$ cat src/rtl/find_min_n_vals_seq_pkg.sv
// ============================================================================
// Module   : find_min_n_vals_seq_pkg
// Brief    : Shared constants and FSM encoding for the sequential min finder.
// Revision : 1.0 - initial release
// ============================================================================
`default_nettype none

package find_min_n_vals_seq_pkg;

    typedef enum logic [1:0] {
        ST_IDLE   = 2'd0,
        ST_SCAN   = 2'd1,
        ST_REPORT = 2'd2
    } state_t;

    localparam int C_NO_INDEX      = 0;
    // Sweep geometry shared with the ultrasound sweep sequencer.
    localparam int C_DEFAULT_N     = 5;
    localparam int C_DEFAULT_WIDTH = 8;

endpackage : find_min_n_vals_seq_pkg

`default_nettype wire

$ cat src/rtl/find_min_n_vals_seq_if.sv
// ============================================================================
// Module   : find_min_n_vals_seq_if
// Brief    : Reading stream in, scan result out, for the sequential min finder.
// Revision : 1.0 - initial release
// ============================================================================
`default_nettype none

interface find_min_n_vals_seq_if #(
    parameter int WIDTH = 8,
    parameter int IDX_W = 8
);
    logic             start;
    logic             in_valid;
    logic [WIDTH-1:0] in_value;
    logic             busy;
    logic             done;
    logic [WIDTH-1:0] min_value;
    logic [IDX_W-1:0] min_index;
    logic             none_valid;

    modport master (
        output start, in_valid, in_value,
        input  busy, done, min_value, min_index, none_valid
    );

    modport slave (
        input  start, in_valid, in_value,
        output busy, done, min_value, min_index, none_valid
    );
endinterface : find_min_n_vals_seq_if

`default_nettype wire

$ cat src/rtl/find_min_n_vals_seq_min_compare_step.sv
// ============================================================================
// Module   : min_compare_step
// Brief    : Decides whether a candidate reading replaces the running minimum.
// Revision : 1.0 - initial release
// ============================================================================
`default_nettype none

module min_compare_step
    import find_min_n_vals_seq_pkg::*;
#(
    parameter int WIDTH     = 8,
    parameter int IDX_W     = 8,
    parameter bit SKIP_ZERO = 1'b1
) (
    input  wire logic [WIDTH-1:0] i_cand_val,
    input  wire logic             i_cand_valid,
    input  wire logic [WIDTH-1:0] i_best_val,
    input  wire logic [IDX_W-1:0] i_best_idx,
    output logic                  o_take_new
);
    logic w_usable;
    logic w_no_best;

    assign w_usable  = i_cand_valid && !(SKIP_ZERO && (i_cand_val == '0));
    // Empty best wins unconditionally so an all-ones reading is still reported.
    assign w_no_best = (i_best_idx == IDX_W'(C_NO_INDEX));
    assign o_take_new = w_usable && (w_no_best || (i_cand_val < i_best_val));

endmodule : min_compare_step

`default_nettype wire

$ cat src/rtl/find_min_n_vals_seq.sv
// ============================================================================
// Module   : find_min_n_vals_seq
// Brief    : Streams N range readings and reports the minimum and its index.
// Revision : 1.0 - initial release
// ============================================================================
`default_nettype none

module find_min_n_vals_seq
    import find_min_n_vals_seq_pkg::*;
#(
    parameter int WIDTH     = C_DEFAULT_WIDTH,
    parameter int N         = C_DEFAULT_N,
    parameter int IDX_W     = 8,
    parameter bit SKIP_ZERO = 1'b1
) (
    input wire logic              clock,
    input wire logic              reset,
    find_min_n_vals_seq_if.slave  bus
);
    localparam logic [IDX_W-1:0] C_LAST_IDX = IDX_W'(N);
    localparam logic [IDX_W-1:0] C_NO_IDX   = IDX_W'(C_NO_INDEX);

    state_t           state_q, state_d;
    logic [IDX_W-1:0] cnt_q, cnt_d;
    logic [WIDTH-1:0] best_val_q, best_val_d;
    logic [IDX_W-1:0] best_idx_q, best_idx_d;
    logic             busy_q, busy_d;
    logic             done_q, done_d;
    logic [WIDTH-1:0] min_value_q, min_value_d;
    logic [IDX_W-1:0] min_index_q, min_index_d;
    logic             none_valid_q, none_valid_d;

    logic             w_take_new;
    logic [IDX_W-1:0] w_next_idx;

    assign w_next_idx = cnt_q + 1'b1;

    min_compare_step #(
        .WIDTH     (WIDTH),
        .IDX_W     (IDX_W),
        .SKIP_ZERO (SKIP_ZERO)
    ) u_cmp (
        .i_cand_val   (bus.in_value),
        .i_cand_valid (bus.in_valid),
        .i_best_val   (best_val_q),
        .i_best_idx   (best_idx_q),
        .o_take_new   (w_take_new)
    );

    always_comb begin
        state_d      = state_q;
        cnt_d        = cnt_q;
        best_val_d   = best_val_q;
        best_idx_d   = best_idx_q;
        busy_d       = busy_q;
        done_d       = 1'b0;
        min_value_d  = min_value_q;
        min_index_d  = min_index_q;
        none_valid_d = none_valid_q;

        case (state_q)
            ST_IDLE: begin
                cnt_d      = '0;
                best_val_d = '1;
                best_idx_d = C_NO_IDX;
                busy_d     = 1'b0;
                if (bus.start) begin
                    state_d = ST_SCAN;
                    busy_d  = 1'b1;
                end
            end
            ST_SCAN: begin
                busy_d = 1'b1;
                if (bus.in_valid) begin
                    cnt_d = w_next_idx;
                    if (w_take_new) begin
                        best_val_d = bus.in_value;
                        best_idx_d = w_next_idx;
                    end
                    // Outputs are loaded with the merged best so they are
                    // already valid during the single REPORT cycle.
                    if (w_next_idx == C_LAST_IDX) begin
                        state_d      = ST_REPORT;
                        busy_d       = 1'b0;
                        done_d       = 1'b1;
                        min_value_d  = best_val_d;
                        min_index_d  = best_idx_d;
                        none_valid_d = (best_idx_d == C_NO_IDX);
                    end
                end
            end
            ST_REPORT: begin
                busy_d  = 1'b0;
                state_d = ST_IDLE;
            end
            default: begin
                busy_d  = 1'b0;
                state_d = ST_IDLE;
            end
        endcase
    end

    always_ff @(posedge clock) begin
        if (reset) begin
            state_q      <= ST_IDLE;
            cnt_q        <= '0;
            best_val_q   <= '1;
            best_idx_q   <= C_NO_IDX;
            busy_q       <= 1'b0;
            done_q       <= 1'b0;
            min_value_q  <= '1;
            min_index_q  <= C_NO_IDX;
            none_valid_q <= 1'b0;
        end else begin
            state_q      <= state_d;
            cnt_q        <= cnt_d;
            best_val_q   <= best_val_d;
            best_idx_q   <= best_idx_d;
            busy_q       <= busy_d;
            done_q       <= done_d;
            min_value_q  <= min_value_d;
            min_index_q  <= min_index_d;
            none_valid_q <= none_valid_d;
        end
    end

    assign bus.busy       = busy_q;
    assign bus.done       = done_q;
    assign bus.min_value  = min_value_q;
    assign bus.min_index  = min_index_q;
    assign bus.none_valid = none_valid_q;

endmodule : find_min_n_vals_seq

`default_nettype wire

$ cat src/flat_wrapper.sv
// flat-port wrapper written by rule: the top's interface ports become plain ports
module find_min_n_vals_seq_flat import find_min_n_vals_seq_pkg::*;
#(
    parameter int WIDTH     = C_DEFAULT_WIDTH,
    parameter int N         = C_DEFAULT_N,
    parameter int IDX_W     = 8,
    parameter bit SKIP_ZERO = 1'b1
)
  (clock, reset, bus_start, bus_in_valid, bus_in_value, bus_busy, bus_done, bus_min_value, bus_min_index, bus_none_valid);
  find_min_n_vals_seq_if #(.WIDTH(WIDTH), .IDX_W(IDX_W)) bus_i ();
  input wire logic clock;
  input wire logic reset;
  input wire logic [$bits(bus_i.start)-1:0] bus_start;
  input wire logic [$bits(bus_i.in_valid)-1:0] bus_in_valid;
  input wire logic [$bits(bus_i.in_value)-1:0] bus_in_value;
  output wire logic [$bits(bus_i.busy)-1:0] bus_busy;
  output wire logic [$bits(bus_i.done)-1:0] bus_done;
  output wire logic [$bits(bus_i.min_value)-1:0] bus_min_value;
  output wire logic [$bits(bus_i.min_index)-1:0] bus_min_index;
  output wire logic [$bits(bus_i.none_valid)-1:0] bus_none_valid;
  assign bus_i.start = bus_start;
  assign bus_i.in_valid = bus_in_valid;
  assign bus_i.in_value = bus_in_value;
  assign bus_busy = bus_i.busy;
  assign bus_done = bus_i.done;
  assign bus_min_value = bus_i.min_value;
  assign bus_min_index = bus_i.min_index;
  assign bus_none_valid = bus_i.none_valid;
  find_min_n_vals_seq #(.WIDTH(WIDTH), .N(N), .IDX_W(IDX_W), .SKIP_ZERO(SKIP_ZERO)) u_core (.clock(clock), .reset(reset), .bus(bus_i));
endmodule
$ cat config.mk
export PLATFORM = sky130hd
export DESIGN_NAME = find_min_n_vals_seq_flat
export DESIGN_NICKNAME = d
export VERILOG_FILES = /design/src/rtl/find_min_n_vals_seq_pkg.sv /design/src/rtl/find_min_n_vals_seq_if.sv /design/src/rtl/find_min_n_vals_seq_min_compare_step.sv /design/src/rtl/find_min_n_vals_seq.sv /design/src/flat_wrapper.sv
export SDC_FILE = /design/constraint.sdc
export NUM_CORES = 1
export LEC_CHECK = 0
export CORE_MARGIN = 5
export CORE_UTILIZATION = 61
export CTS_BUF_LIST = sky130_fd_sc_hd__clkbuf_4
export DETAILED_ROUTE_END_ITERATION = 8
export PLACE_DENSITY = 0.87
export SETUP_SLACK_MARGIN = 0.3
export SYNTH_ARGS = -nofsm -noshare
export SYNTH_HDL_FRONTEND = slang
export SYNTH_HIERARCHICAL = 1
export SYNTH_SLANG_ARGS = --single-unit
$ cat constraint.sdc
create_clock -name clock -period 5.7 [get_ports clock]
set_clock_uncertainty 0.15 [all_clocks]
set_input_delay 1.14 -clock clock [delete_from_list [all_inputs] [get_ports clock]]
set_output_delay 1.14 -clock clock [all_outputs]
set_load 0.005 [all_outputs]
==> results of run 1 <==
[final timing paths]
check,from,end,cells after the start
hold reg to reg,u_core/bus.min_index[0],u_core/bus.min_index[0],2
setup reg to reg,u_core/best_val_q[7],u_core/best_val_q[1],9
hold / removal,u_core/bus.min_index[0],u_core/bus.min_index[0],2
setup / recovery,bus_in_value[7],u_core/best_val_q[1],9
[critical path, stage by stage]
cell and delay [ns]:
clkdlybuf4s50_1 0.47, ha_1 0.33, a21oi_1 0.14, o21ai_0 0.09
a21oi_1 0.13, o211a_1 0.76, nand2_1 0.46, o22ai_1 0.27
nand2b_1 0.08
[cells in the final DEF, fill, tap and decap left out, drive strengths merged, types with 2 or more instances in the layout]
cell and instances:
nor4 8, inv 14, a31oi 6, a2bb2oi 2, a211o 9, dfxtp 45, nand2 8, nand3 3
clkdlybuf4s50 30, o21ai 12, a22oi 7, and3 2, nand2b 10, a21oi 13, o22ai 8, nor2 44
a21o 2, mux2i 15, or3 4, xor2 2, nor3 9, clkbuf 5, and3b 2, or4 3
ha 9
[state kept, by name, summed over array words and instances (netlist names)]
| signal | flops |
|---|---|
| u_core/bus.min_index | 8 |
| u_core/best_val_q | 8 |
| u_core/bus.busy | 1 |
| u_core/bus.done | 1 |
| u_core/best_idx_q | 8 |
| u_core/cnt_q | 8 |
| u_core/state_q | 2 |
| u_core/bus.none_valid | 1 |
| u_core/bus.min_value | 8 |
[power breakdown]
| group | switching [mW] | total (mW) | internal [mW] |
|---|---|---|---|
| clock network | 0.109 | 0.160 | 0.0513 |
| registers | 0.00405 | 0.322 | 0.318 |
| logic | 0.0338 | 0.0579 | 0.0241 |
| total | 0.147 | 0.540 | 0.393 |
[per-stage QoR]
stage,setup WS (ns),cell area [µm²]
after global routing,1.64,2670
after floorplan,2.38,2330
after CTS,1.99,2670
after global placement,1.62,2610
final,1.93,2670
after detailed placement,1.61,2610
[cells by family (layout without fill, tap and decap cells)]
kind of cell / after synthesis / count (layout)
simple gates: 99 / 99
mux: 16 / 16
compound gates: 68 / 68
fa+ha+maj: 9 / 9
buf+inv: 29 / 51
xor+xnor: 2 / 2
flops: 45 / 45
[final cells by class]
cell class              count  area (µm²)
multi-input cells         194        1290
well taps                  48        60.1
flip-flops and latches     45         901
clock buffers               5        37.5
clock inverters             3        25.0
repair buffers             31         308
inverters                  12        45.0
fillers                   290        1020
[routing by layer]
layer / track usage (%) / vias up / share of wire [%]
li1: - / 1011 / -
met1: 29.6 / 957 / 49
met2: 31.5 / 47 / 46
met3: 4.49 / 2 / 4.5
met4: 4.59 / 0 / 0.45
met5: 0 / - / 0
==> flow_metrics.env, run 1 <==
export IMPL_synth_seq_area_share_pct=38.7
export IMPL_rows=22
export IMPL_clk_path_buf_depth=2
export IMPL_grt_pass1_vias=1837
export IMPL_final_cells=338
export IMPL_power_leakage_nw=1.09
export IMPL_cts_root_buf="clkbuf_4"
export IMPL_dieArea_um2=5160
export IMPL_slew_limit_headroom_pct=39.9
export IMPL_ant_nets=0
export IMPL_dpl_hpwl_um=3650
export IMPL_path_class="primary input to register"
export IMPL_rsz0062_at_grt="false"
export IMPL_antenna_found_initial=0
export IMPL_fin_hold_ws_ns=0.319
export IMPL_diodes=0
export IMPL_post_cts_buffers=0
export IMPL_synth_simple_area_share_pct=21.6
export IMPL_fin_crit_ns=3.77
export IMPL_tns_ns=0
export IMPL_via_count=2017
export IMPL_synth_cells=268
export IMPL_yosysMostFrequentCell="dfxtp_1"
export IMPL_die_h_um=71.8
export IMPL_numClockSinks=45
export IMPL_synth_edf_count=0
export IMPL_core_area_um2=3690
export IMPL_die_w_um=71.8
export IMPL_crit_required_ns=5.80
export IMPL_period_share_pct=66.1
export IMPL_yosys_mux_area_fraction_pct=6.93
export IMPL_ctsResizeCount=0
export IMPL_initial_utilization_pct=63.2
export IMPL_critPathCaptureType="register"
export IMPL_numCtsBuffers=5
export IMPL_start_kind="primary input"
export IMPL_synth_top_family_by_area="simple AND/OR/NAND/NOR gates"
export IMPL_drc=0
export IMPL_ys_async_sr_fraction_pct=0
export IMPL_vdd_drop_max_v=0.000179
export IMPL_clk_pin_slew_ns=0.14
export IMPL_via_per_inst=5.97
export IMPL_wirelength_um=5160
export IMPL_maxSlewViolCount=0
export IMPL_r2r_slack_ns=2.79
export IMPL_synth_top_area_share_pct=38.7
export IMPL_crit_arrival_ns=3.87
export IMPL_synth_xor_area_share_pct=0.752
export IMPL_maxCapViolations=0
export IMPL_netlist_area_um2=2330
export IMPL_hold_violations=0
export IMPL_post_route_util_pct=72.4
export IMPL_ys_warn_count=6
export IMPL_port_buffers=30
export IMPL_synthAdderAreaFrac_pct=4.83
export IMPL_grtUsageTotal_pct=20.6
export IMPL_status="completed"
export IMPL_grt_pass1_wl_um=8690
export IMPL_worstMarginPinSlew_ns=0.901
export IMPL_gp_congestion=0.883
export IMPL_fin_nets=310
export IMPL_drt_initial_drc_count=151
export IMPL_cp_max_fo=28
export IMPL_dp_cells=330
export IMPL_cts_tree="yes"
export IMPL_synth_net_count=289
export IMPL_worstHoldPathType="register to register"
export IMPL_drt_pass1_iterations=4
export IMPL_yosysTopAreaCell="dfxtp_1"
export IMPL_area_growth_pct=14.7
export IMPL_postCtsHoldBufs=0
export IMPL_power_density_nw_per_um2=202
export IMPL_clock_fmax_mhz=265
export IMPL_synth_seq_cells=45
export IMPL_wl_per_cell_um=15.3
export IMPL_htreeDepth=2
export IMPL_synth_compound_area_share_pct=21.5
export IMPL_synthTopCellsByCount="dfxtp_1, nor2_1, mux2i_1"
export IMPL_setup_violations=0
export IMPL_ys_top_cells_by_area="dfxtp_1, nor2_1, mux2i_1"
export IMPL_drive_gt1_share_pct=6.90
export IMPL_io_pins=31
export IMPL_total_power_mw=0.540
export IMPL_clock_latency_ns=0.35
export IMPL_grt_overflow=0
export IMPL_synth_cell_types=47
export IMPL_grt_max_degree=47
export IMPL_synth_avg_cell_area_um2=8.69
export IMPL_synth_ff_type="dfxtp_1"
No activity file was read; power rests on OpenSTA's default activity.
==> run 2, diff against run 1 <==
--- a/config.mk
+++ b/config.mk
@@ -6,10 +6,10 @@
 export NUM_CORES = 1
 export LEC_CHECK = 0
 export CORE_MARGIN = 5
-export CORE_UTILIZATION = 61
+export CORE_UTILIZATION = 57
 export CTS_BUF_LIST = sky130_fd_sc_hd__clkbuf_4
 export DETAILED_ROUTE_END_ITERATION = 8
-export PLACE_DENSITY = 0.87
+export PLACE_DENSITY = 0.82
 export SETUP_SLACK_MARGIN = 0.3
 export SYNTH_ARGS = -nofsm -noshare
 export SYNTH_HDL_FRONTEND = slang
==> constraint.sdc (replaced) <==
create_clock -name clock -period 3.7 [get_ports clock]
set_clock_uncertainty 0.15 [all_clocks]
set_input_delay 0.74 -clock clock [delete_from_list [all_inputs] [get_ports clock]]
set_output_delay 0.74 -clock clock [all_outputs]
set_load 0.005 [all_outputs]
==> flow_metrics.env, run 2 (synthesized netlist as in run 1, its figures left out) <==
export IMPL_via_count=2032
export IMPL_ctsResizeCount=0
export IMPL_critPathCaptureType="register"
export IMPL_maxSlewViolCount=0
export IMPL_antenna_found_initial=0
export IMPL_hold_violations=0
export IMPL_via_per_inst=5.91
export IMPL_fin_nets=314
export IMPL_core_area_um2=3970
export IMPL_clock_latency_ns=0.36
export IMPL_numClockSinks=45
export IMPL_grtUsageTotal_pct=20.9
export IMPL_die_h_um=73.9
export IMPL_port_buffers=30
export IMPL_die_w_um=73.9
export IMPL_drive_gt1_share_pct=7.82
export IMPL_htreeDepth=2
export IMPL_wl_per_cell_um=15.1
export IMPL_timing_rr_start="u_core/cnt_q[0]"
export IMPL_crit_required_ns=3.81
export IMPL_layout_commonest_cell="dfxtp_1"
export IMPL_grt_overflow=0
export IMPL_slew_limit_headroom_pct=46.8
export IMPL_mostFrequentLayoutCells="dfxtp_1, nor2_1, clkdlybuf4s50_1"
export IMPL_drt_initial_drc_count=190
export IMPL_crit_path_start="bus_in_value[5]"
export IMPL_clk_path_buf_depth=2
export IMPL_status="completed"
export IMPL_path_class="primary input to register"
export IMPL_numCtsBuffers=5
export IMPL_initial_utilization_pct=58.7
export IMPL_drt_pass1_iterations=4
export IMPL_dpl_hpwl_um=3670
export IMPL_diodes=0
export IMPL_dieArea_um2=5470
export IMPL_worstHoldPathType="register to register"
export IMPL_nFillCells=333
export IMPL_io_pins=31
export IMPL_total_power_mw=0.885
export IMPL_gp_congestion=0.878
export IMPL_fin_crit_ns=3.11
export IMPL_rsz0062_at_grt="false"
export IMPL_period_share_pct=84.0
export IMPL_grt_max_degree=28
export IMPL_cp_max_fo=19
export IMPL_area_growth_pct=16.8
export IMPL_worstMarginPinSlew_ns=0.798
export IMPL_power_density_nw_per_um2=325
export IMPL_power_leakage_nw=1.12
export IMPL_fin_hold_ws_ns=0.323
export IMPL_ant_nets=0
export IMPL_clock_fmax_mhz=322
export IMPL_clk_pin_slew_ns=0.13
export IMPL_crit_arrival_ns=3.21
export IMPL_post_cts_buffers=0
export IMPL_grt_pass1_vias=1907
export IMPL_wirelength_um=5210
export IMPL_grt_pass1_wl_um=8980
export IMPL_cts_root_buf="clkbuf_4"
export IMPL_tns_ns=0
export IMPL_start_kind="primary input"
export IMPL_post_route_util_pct=68.5
export IMPL_maxCapViolations=0
export IMPL_hold_path_startpoint="u_core/bus.min_index[0]"
export IMPL_vdd_drop_max_v=0.000198
export IMPL_postCtsHoldBufs=0
export IMPL_cts_tree="yes"
export IMPL_rows=23
export IMPL_drc=0
export IMPL_setup_violations=0
run 2: cell types whose count changed in the layout (fill, tap and decap cells not counted):
| cell | previous run | this run |
|---|---|---|
| buf_4 | 1 | 5 |
| inv_6 | 2 | 0 |
| bufinv_16 | 0 | 1 |
| clkinv_1 | 0 | 1 |
run 2: worst paths after layout:
kind / slack (ns) / cells past startpoint / endpoint
max: 0.59 / 11 / u_core/bus.none_valid
min: 0.32 / 2 / u_core/bus.min_index[0]
max reg2reg: 1.04 / 6 / u_core/bus.none_valid
min reg2reg: 0.32 / 2 / u_core/bus.min_index[0]
run 2: routing by layer:
metal	GRT usage, %	up-vias	share of wire (%)
li1	-	1020	-
met1	30.0	936	48
met2	30.4	64	44
met3	4.32	12	5.8
met4	8.65	0	1.9
met5	0	-	0
run 2: power breakdown:
group / switching, mW / leakage, nW / total (mW) / internal, mW
Combinational: 0.0527 / 0.715 / 0.0921 / 0.0394
Clock: 0.157 / 0.0389 / 0.297 / 0.140
Sequential: 0.00609 / 0.364 / 0.496 / 0.490
Total: 0.216 / 1.12 / 0.885 / 0.669
run 2: area by class of cell:
cell class,count,area (µm²),share of cell area [%]
Clock buffer,5,37.5,1.38
Timing Repair Buffer,35,338,12.4
Multi-Input combinational cell,194,1290,47.6
Tap cell,50,62.6,2.30
Sequential cell,45,901,33.1
Clock inverter,3,41.3,1.52
Inverter,12,45.0,1.66
run 2: worst max-delay path, cell delays in order:
cell             delay [ns]
clkdlybuf4s50_1        0.48
ha_1                   0.34
a21oi_1                0.15
o21ai_0                0.09
a21oi_1                0.13
o211a_1                0.30
buf_4                  0.27
nor2_1                 0.07
a31oi_1                0.32
nor3_1                 0.10
a31o_1                 0.22
run 2: through the flow:
stage	std cells	area [µm²]	setup WS, ns
floorplan	268	2330	0.778
global placement	336	2640	0.320
detailed placement	336	2640	0.315
CTS	344	2720	0.671
global route	344	2720	0.522
finish	344	2720	0.593
